`src/rtl/text_line_pkg.sv`:
```
// Shared definitions for the text line renderer.
// Contents: character code constants, glyph geometry, line FSM state type,
// and the glyph table used by every text renderer (one 64-bit word per code,
// row 0 in the top byte, bit 7 of each row = leftmost pixel).
package text_line_pkg;

    localparam int CODE_W  = 5;
    localparam int GLYPH_W = 8;
    localparam int GLYPH_H = 8;

    localparam logic [4:0] CH_A = 5'd0,  CH_B = 5'd1,  CH_C = 5'd2,  CH_D = 5'd3;
    localparam logic [4:0] CH_E = 5'd4,  CH_F = 5'd5,  CH_G = 5'd6,  CH_H = 5'd7;
    localparam logic [4:0] CH_I = 5'd8,  CH_J = 5'd9,  CH_K = 5'd10, CH_L = 5'd11;
    localparam logic [4:0] CH_M = 5'd12, CH_N = 5'd13, CH_O = 5'd14, CH_P = 5'd15;
    localparam logic [4:0] CH_Q = 5'd16, CH_R = 5'd17, CH_S = 5'd18, CH_T = 5'd19;
    localparam logic [4:0] CH_U = 5'd20, CH_V = 5'd21, CH_W = 5'd22, CH_X = 5'd23;
    localparam logic [4:0] CH_Y = 5'd24, CH_Z = 5'd25;
    localparam logic [4:0] CH_SPACE = 5'd26, CH_ONE = 5'd27, CH_TWO = 5'd28, CH_COLON = 5'd29;

    typedef enum logic {
        ST_IDLE  = 1'b0,
        ST_CLEAR = 1'b1
    } line_state_t;

    // Codes 30-31 and space fall through to an all-zero glyph.
    function automatic logic [63:0] glyph_bits(input logic [4:0] code);
        case (code)
            CH_A:     glyph_bits = 64'h18244242_7E424200;
            CH_B:     glyph_bits = 64'h7C42427C_42427C00;
            CH_C:     glyph_bits = 64'h3C424040_40423C00;
            CH_D:     glyph_bits = 64'h78444242_42447800;
            CH_E:     glyph_bits = 64'h7E40407C_40407E00;
            CH_F:     glyph_bits = 64'h7E40407C_40404000;
            CH_G:     glyph_bits = 64'h3C42404E_42423C00;
            CH_H:     glyph_bits = 64'h4242427E_42424200;
            CH_I:     glyph_bits = 64'h3E080808_08083E00;
            CH_J:     glyph_bits = 64'h1E040404_44443800;
            CH_K:     glyph_bits = 64'h42444870_48444200;
            CH_L:     glyph_bits = 64'h40404040_40407E00;
            CH_M:     glyph_bits = 64'h42665A42_42424200;
            CH_N:     glyph_bits = 64'h4262524A_46424200;
            CH_O:     glyph_bits = 64'h3C424242_42423C00;
            CH_P:     glyph_bits = 64'h7C42427C_40404000;
            CH_Q:     glyph_bits = 64'h3C424242_4A443A00;
            CH_R:     glyph_bits = 64'h7C42427C_48444200;
            CH_S:     glyph_bits = 64'h3C42403C_02423C00;
            CH_T:     glyph_bits = 64'h7F080808_08080800;
            CH_U:     glyph_bits = 64'h42424242_42423C00;
            CH_V:     glyph_bits = 64'h42424242_24241800;
            CH_W:     glyph_bits = 64'h42424242_5A664200;
            CH_X:     glyph_bits = 64'h42241818_18244200;
            CH_Y:     glyph_bits = 64'h41221408_08080800;
            CH_Z:     glyph_bits = 64'h7E040810_20407E00;
            CH_ONE:   glyph_bits = 64'h08182808_08083E00;
            CH_TWO:   glyph_bits = 64'h3C42020C_30407E00;
            CH_COLON: glyph_bits = 64'h00181800_18180000;
            default:  glyph_bits = 64'h0;
        endcase
    endfunction

endpackage

```
`src/rtl/text_line_if.sv`:
```
// Character-write bus between game logic (master) and a text line (slave).
// Signals: clr (blank line, rewind pointer), wr_valid/wr_char/wr_ready
// (append handshake), busy (clear pass in progress).
interface text_line_if;
    logic                              clr;
    logic                              wr_valid;
    logic [text_line_pkg::CODE_W-1:0]  wr_char;
    logic                              wr_ready;
    logic                              busy;

    modport master (output clr, output wr_valid, output wr_char,
                    input  wr_ready, input busy);
    modport slave  (input  clr, input  wr_valid, input  wr_char,
                    output wr_ready, output busy);
endinterface

```
`src/rtl/text_line_glyph_rom.sv`:
```
// Registered glyph ROM: returns the 8-pixel row pattern of a character one
// clock after code/row are presented.
// Ports: clk; i_code[4:0] character code; i_row[2:0] glyph row (0 = top);
// o_pattern[7:0] row pixels, bit 7 = leftmost.
module text_line_glyph_rom
    import text_line_pkg::*;
(
    input  logic       clk,
    input  logic [4:0] i_code,
    input  logic [2:0] i_row,
    output logic [7:0] o_pattern
);
    logic [63:0] w_glyph;
    logic [7:0]  r_pattern;

    assign w_glyph = glyph_bits(i_code);

    // Row 0 sits in the top byte, so the byte offset is 8 * (7 - row).
    always_ff @(posedge clk) begin
        r_pattern <= w_glyph[{~i_row, 3'b000} +: 8];
    end

    assign o_pattern = r_pattern;
endmodule

```
`src/rtl/text_line.sv`:
```
// One line of NCHARS character cells placed at (XLOC, YLOC). Game logic
// appends codes through the write bus; the scan pipeline turns the current
// hcount/vcount into a 1-bit text pixel three clocks later.
// Ports: clk, rst (async, active high); wr_bus (text_line_if slave);
// i_pixpulse pixel strobe (hcount/vcount hold for 4 clk between strobes);
// i_hcount/i_vcount scan position; o_draw_text text pixel.
module text_line
    import text_line_pkg::*;
#(
    parameter int XLOC   = 40,
    parameter int YLOC   = 40,
    parameter int NCHARS = 16
) (
    input  logic        clk,
    input  logic        rst,
    text_line_if.slave  wr_bus,
    input  logic        i_pixpulse,
    input  logic [9:0]  i_hcount,
    input  logic [9:0]  i_vcount,
    output logic        o_draw_text
);
    localparam int          IDX_W  = $clog2(NCHARS);
    localparam logic [10:0] LINE_W = 11'(GLYPH_W * NCHARS);

    line_state_t              r_state, w_next_state;
    logic [IDX_W-1:0]         r_wr_ptr, r_clr_idx;
    logic                     w_wr_ready, w_accept;
    logic                     w_buf_we;
    logic [IDX_W-1:0]         w_buf_waddr;
    logic [CODE_W-1:0]        w_buf_wdata;
    logic [CODE_W-1:0]        r_buf [NCHARS];

    // The scan pipeline is free-running; the pixel strobe is not needed here.
    logic w_unused;
    assign w_unused = i_pixpulse;

    // ---------------- write / clear FSM ----------------
    // NOTE: every always_comb output gets a default first, so no path leaves a value held (no latch).
    always_comb begin
        w_next_state = r_state;
        w_wr_ready   = 1'b0;
        w_buf_we     = 1'b0;
        w_buf_waddr  = r_wr_ptr;
        w_buf_wdata  = wr_bus.wr_char;
        case (r_state)
            ST_IDLE: begin
                // clr has priority: a char offered in the same clk is refused.
                w_wr_ready = !wr_bus.clr;
                if (wr_bus.clr)
                    w_next_state = ST_CLEAR;
                else if (wr_bus.wr_valid)
                    w_buf_we = 1'b1;
            end
            ST_CLEAR: begin
                w_buf_we    = 1'b1;
                w_buf_waddr = r_clr_idx;
                w_buf_wdata = CH_SPACE;
                if (!wr_bus.clr && r_clr_idx == IDX_W'(NCHARS - 1))
                    w_next_state = ST_IDLE;
            end
            default: w_next_state = ST_CLEAR;
        endcase
    end

    assign w_accept        = w_wr_ready & wr_bus.wr_valid;
    assign wr_bus.wr_ready = w_wr_ready;
    assign wr_bus.busy     = (r_state == ST_CLEAR);

    always_ff @(posedge clk or posedge rst) begin
        if (rst) begin
            r_state   <= ST_CLEAR;
            r_wr_ptr  <= '0;
            r_clr_idx <= '0;
        end else begin
            r_state <= w_next_state;
            if (wr_bus.clr) begin
                r_clr_idx <= '0;
                r_wr_ptr  <= '0;
            end else begin
                // NCHARS is a power of two, so both counters wrap to 0 on their own.
                if (r_state == ST_CLEAR)
                    r_clr_idx <= r_clr_idx + 1'b1;
                if (w_accept)
                    r_wr_ptr <= r_wr_ptr + 1'b1;
            end
        end
    end

    // NOTE: the character array has no reset; it maps to distributed RAM and the CLEAR pass blanks it.
    always_ff @(posedge clk) begin
        if (w_buf_we)
            r_buf[w_buf_waddr] <= w_buf_wdata;
    end

    // ---------------- scan pipeline ----------------
    // 11-bit differences: a position left of/above the line wraps to a large
    // value and fails the range test instead of aliasing into the line.
    logic [10:0]       w_hdiff, w_vdiff;
    logic              w_in_box;
    logic [IDX_W-1:0]  w_idx;
    logic [7:0]        w_pattern;

    assign w_hdiff  = {1'b0, i_hcount} - 11'(XLOC);
    assign w_vdiff  = {1'b0, i_vcount} - 11'(YLOC);
    assign w_in_box = (w_hdiff < LINE_W) && (w_vdiff < 11'(GLYPH_H));
    assign w_idx    = w_hdiff[3 +: IDX_W];

    logic [CODE_W-1:0] r_s0_code;
    logic [2:0]        r_s0_col, r_s0_row, r_s1_col;
    logic              r_s0_in_box, r_s1_in_box, r_draw;

    always_ff @(posedge clk or posedge rst) begin
        if (rst) begin
            r_s0_code   <= CH_SPACE;
            r_s0_col    <= '0;
            r_s0_row    <= '0;
            r_s0_in_box <= 1'b0;
            r_s1_col    <= '0;
            r_s1_in_box <= 1'b0;
            r_draw      <= 1'b0;
        end else begin
            r_s0_code   <= r_buf[w_idx];
            r_s0_col    <= w_hdiff[2:0];
            r_s0_row    <= w_vdiff[2:0];
            r_s0_in_box <= w_in_box;
            r_s1_col    <= r_s0_col;
            r_s1_in_box <= r_s0_in_box;
            r_draw      <= r_s1_in_box & w_pattern[3'd7 - r_s1_col];
        end
    end

    text_line_glyph_rom u_glyph_rom (
        .clk       (clk),
        .i_code    (r_s0_code),
        .i_row     (r_s0_row),
        .o_pattern (w_pattern)
    );

    assign o_draw_text = r_draw;
endmodule

```
`src/flat_wrapper.sv`:
```
// flat-port wrapper written by rule: the top's interface ports become plain ports
module text_line_flat import text_line_pkg::*;
#(
    parameter int XLOC   = 40,
    parameter int YLOC   = 40,
    parameter int NCHARS = 16
)
  (clk, rst, i_pixpulse, i_hcount, i_vcount, o_draw_text, wr_bus_clr, wr_bus_wr_valid, wr_bus_wr_char, wr_bus_wr_ready, wr_bus_busy);
  text_line_if wr_bus_i ();
  input  logic clk;
  input  logic rst;
  input  logic i_pixpulse;
  input  logic [9:0] i_hcount;
  input  logic [9:0] i_vcount;
  output logic o_draw_text;
  input wire logic [$bits(wr_bus_i.clr)-1:0] wr_bus_clr;
  input wire logic [$bits(wr_bus_i.wr_valid)-1:0] wr_bus_wr_valid;
  input wire logic [$bits(wr_bus_i.wr_char)-1:0] wr_bus_wr_char;
  output wire logic [$bits(wr_bus_i.wr_ready)-1:0] wr_bus_wr_ready;
  output wire logic [$bits(wr_bus_i.busy)-1:0] wr_bus_busy;
  assign wr_bus_i.clr = wr_bus_clr;
  assign wr_bus_i.wr_valid = wr_bus_wr_valid;
  assign wr_bus_i.wr_char = wr_bus_wr_char;
  assign wr_bus_wr_ready = wr_bus_i.wr_ready;
  assign wr_bus_busy = wr_bus_i.busy;
  text_line #(.XLOC(XLOC), .YLOC(YLOC), .NCHARS(NCHARS)) u_core (.clk(clk), .rst(rst), .wr_bus(wr_bus_i), .i_pixpulse(i_pixpulse), .i_hcount(i_hcount), .i_vcount(i_vcount), .o_draw_text(o_draw_text));
endmodule
```
`config.mk`:
```
export PLATFORM = sky130hd
export DESIGN_NAME = text_line_flat
export DESIGN_NICKNAME = d
export VERILOG_FILES = /design/src/rtl/text_line_pkg.sv /design/src/rtl/text_line_if.sv /design/src/rtl/text_line_glyph_rom.sv /design/src/rtl/text_line.sv /design/src/flat_wrapper.sv
export SDC_FILE = /design/constraint.sdc
export NUM_CORES = 1
export LEC_CHECK = 0
export ABC_AREA = 0
export BUFFER_PORTS_ARGS = -buffer_cell sky130_fd_sc_hd__buf_2
export CAP_MARGIN = 20
export CORE_UTILIZATION = 45
export DETAILED_ROUTE_END_ITERATION = 7
export GPL_ROUTABILITY_DRIVEN = 0
export GPL_TIMING_DRIVEN = 0
export SLEW_MARGIN = 30
export SYNTH_ARGS = -nofsm -noshare
export SYNTH_HDL_FRONTEND = slang
export SYNTH_SLANG_ARGS = --single-unit
```
`constraint.sdc`:
```
create_clock -name clk -period 3.85 [get_ports clk]
set_input_delay 0.77 -clock clk [delete_from_list [all_inputs] [get_ports clk]]
set_output_delay 0.77 -clock clk [all_outputs]
set_load 0.01 [all_outputs]
```
==> impl_metrics.yaml <==
clock_tree:
  clk_latency_ns: 0.41
  cts_buffer_depth: 2
  cts.repair.resized: 0
  clkTransAtPathRegs_ns: 0.05
  holdBufCountCts: 0
  cts_tree: "yes"
  htreeDepth: 4
  cts_sinks: 113
  numCtsBuffers: 17
  root_buffer: "clkbuf_16"
  post_cts_buffers: 0
yosys:
  synthMuxAreaShare_pct: 11.3
  ys_warn_count: 0
  synthFlopType: "edfxtp_1"
  synth_top_family_by_area: "compound AO/OA/AOI/OAI gates"
  ys_async_sr_fraction_pct: 23.0
  synth_nets: 547
  synth_xor_area_share_pct: 1.16
  synthAdderAreaFrac_pct: 2.69
  synth_cell_types: 65
  syn-cell-area_mm2: 0.00604
  ys_ff_latch: 113
  synthSimpleGateAreaFrac_pct: 13.8
  yosysSeqAreaShare_pct: 53.0
  syn_area_per_cell_um2: 12.0
  netlist_instances: 504
  synth_edf_count: 80
  synth_compound_area_share_pct: 14.0
cells_and_area:
  layout.nets: 596
  syn_to_final_growth_pct: 15.1
  instances_no_fill: 738
  seq_area_mm2: 0.00320
  fin_util_pct: 54.2
  drive_above_1_share_pct: 23.0
  antenna_cells: 0
  fillers: 1122
  multi_input_area_mm2: 0.00260
timing:
  period_needed_ns: 3.19
  fin_hold_ws_ns: 0.346
  slew_headroom_pct: 42.4
  setup_violations: 0
  tns_ns: 0
  rsz0062_at_grt: "no"
  period_share_pct: 82.9
  slew_violations: 0
  fin_skew_ns: 0.00832
  finalHoldViolations: 0
  fmax_ghz: 0.313
  tightest_slew_ns: 0.858
flow_run:
  max-cap-violations: 0
place:
  place_hpwl_um: 10900
  place_inst: 706
  placement.io_buffers: 30
grt:
  grt-ovfl-total: 0
  grt_pass1_vias: 4526
  grtUsageTotal_pct: 23.4
  grt_max_degree: 27
  antenna_found_initial: 0
  grt_pass1_wl_um: 24500
pwr:
  ir_drop_mv: 0.354
  cellPowerDensity_mw_per_mm2: 517
  power_mw: 3.59
  leakage_nw: 2.47
worst_setup_path:
  endpoint_kind: "flip-flop"
  cp-start-kind: "flip-flop"
  ff2ff_setup_slack_ns: 0.66
  path_delay_family: "simple AND/OR/NAND/NOR gates"
  path_cells: "clkbuf_1 -> inv_1 -> ha_1 -> buf_2 -> nand2b_1 -> o22ai_1 -> a221oi_1 -> a311oi_1 -> or4_1"
  slowest_delay_ns: 0.51
  arrival_ns: 3.46
  path_depth: 9
  crit_fanout: 10
  required_ns: 4.12
  critical_path_class: "reg2reg"
  cpMaxStageDelayCell: "or4_1"
  worstRegToRegCells: 9
  worst-path-buf-inv: 3
floorplanning:
  core_mm2: 0.0128
  die_height_um: 118
  dieArea_mm2: 0.0139
  die_w_um: 118
  ioPinCount: 33
  initial_utilization_pct: 47.1
  rows: 41
drt:
  firstDrtPassIters: 6
  wl_per_cell_um: 21.3
  routed_via_density: 6.22
  ant_nets: 0
  drcViolationCount: 0
  drt_iter0_markers: 648
  vias: 4590
  drt-total-wl_um: 15700
status:
  outcome: "completed"
hold_path:
  whs_path_depth: 0
  hold_path.class: "reg2reg"
cell type report:
type                            instances  share of cell area (%)
Buffer                                 40                    2.81
Sequential cell                       113                    46.0
Clock buffer                           18                    6.17
Clock inverter                         14                    1.66
Timing Repair Buffer                   30                    2.16
Tap cell                              172                    3.10
Inverter                               13                   0.702
Multi-Input combinational cell        338                    37.4
through the flow:
step / setup WS, ns / cell area (µm²)
after global routing: 0.663 / 6950
after detailed placement: 0.561 / 6400
after floorplan: 1.06 / 6040
final: 0.659 / 6950
after global placement: 0.564 / 6400
after CTS: 0.786 / 6950
worst paths after layout:
kind                                          startpoint                                       to
min in group asynchronous                            rst             u_core.r_s0_col[2]$_DFF_PP0_
max in group asynchronous                            rst            u_core.r_s0_code[1]$_DFF_PP1_
hold reg to reg             u_core.r_s0_col[2]$_DFF_PP0_             u_core.r_s1_col[2]$_DFF_PP0_
setup / recovery           u_core.r_s0_code[0]$_DFF_PP0_  u_core.u_glyph_rom.o_pattern[3]$_DFF_P_
setup reg to reg           u_core.r_s0_code[0]$_DFF_PP0_  u_core.u_glyph_rom.o_pattern[3]$_DFF_P_
hold / removal              u_core.r_s0_col[2]$_DFF_PP0_             u_core.r_s1_col[2]$_DFF_PP0_
state kept, by name (all words and copies together), names as in the netlist, 3 cells and up:
signal                        flops
u_core.r_buf                     80
u_core.r_clr_idx                  4
u_core.r_s0_code                  5
u_core.r_s0_col                   3
u_core.r_s0_row                   3
u_core.r_s1_col                   3
u_core.r_wr_ptr                   4
u_core.u_glyph_rom.o_pattern      7
layout by cell type, fill, tap and decap left out, drive strengths merged, types with 4 or more instances in the layout:
master / n
o21ai: 17
clkbuf: 36
o22ai: 4
nand4: 4
dfrtp: 22
dfxtp: 7
ha: 13
nor3b: 4
dfstp: 4
a21oi: 19
o31ai: 7
edfxtp: 80
nand3: 7
buf: 52
nor2: 47
mux2i: 5
clkinv: 7
mux4: 27
nand2: 43
a31oi: 9
nor3: 4
a221oi: 4
nor2b: 14
or2: 6
nand3b: 4
o211ai: 10
xnor2: 5
a211o: 5
nand2b: 19
inv: 16
a311oi: 6
routing by layer:
| metal | track usage [%] | wire [µm] | vias to the layer above |
|---|---|---|---|
| met2 | 34.8 | 6990 | 311 |
| met3 | 5.96 | 1510 | 47 |
| met1 | 32.8 | 6810 | 2208 |
| met5 | 0 | 0 | - |
| met4 | 9.21 | 378 | 0 |
| li1 | - | - | 2024 |
worst register-to-register path: stages (launching register included):
cell and delay, ns:
dfrtp_1 0.46, clkbuf_1 0.46, inv_1 0.18, ha_1 0.23, buf_2 0.20, nand2b_1 0.34, o22ai_1 0.25, a221oi_1 0.33
a311oi_1 0.10, or4_1 0.51
cells by family (layout without fill, tap and decap cells):
group                      count (synthesis)  after routing
and+or+nand+nor                          166            166
muxes                                     34             34
buffers and inverters                     53            115
xor gates and xnor gates                   8              8
adders and majority gates                 13             13
AOI/OAI and AO/OA                        117            117
DFF                                      113            113
power breakdown:
group | switching [mW] | leakage [nW] | total (mW) | internal, mW
registers | 0.0283 | 1.06 | 1.37 | 1.34
clock network | 0.545 | 0.262 | 1.43 | 0.881
logic | 0.503 | 1.15 | 0.796 | 0.293
total | 1.08 | 2.47 | 3.59 | 2.52
synth_stat cells, drive strengths merged (13+ instances only):
library cell / n / share of area [%]
a21oi: 19 / 1.6
buf: 22 / 2.1
clkbuf: 18 / 1.1
dfrtp: 22 / 9.1
edfxtp: 80 / 40
ha: 13 / 2.7
inv: 13 / 0.81
mux4: 27 / 10
nand2: 43 / 2.7
nand2b: 19 / 2.1
nor2: 47 / 3.0
nor2b: 14 / 1.5
o21ai: 17 / 1.4
Note: power is estimated with default switching activity, not from simulation.
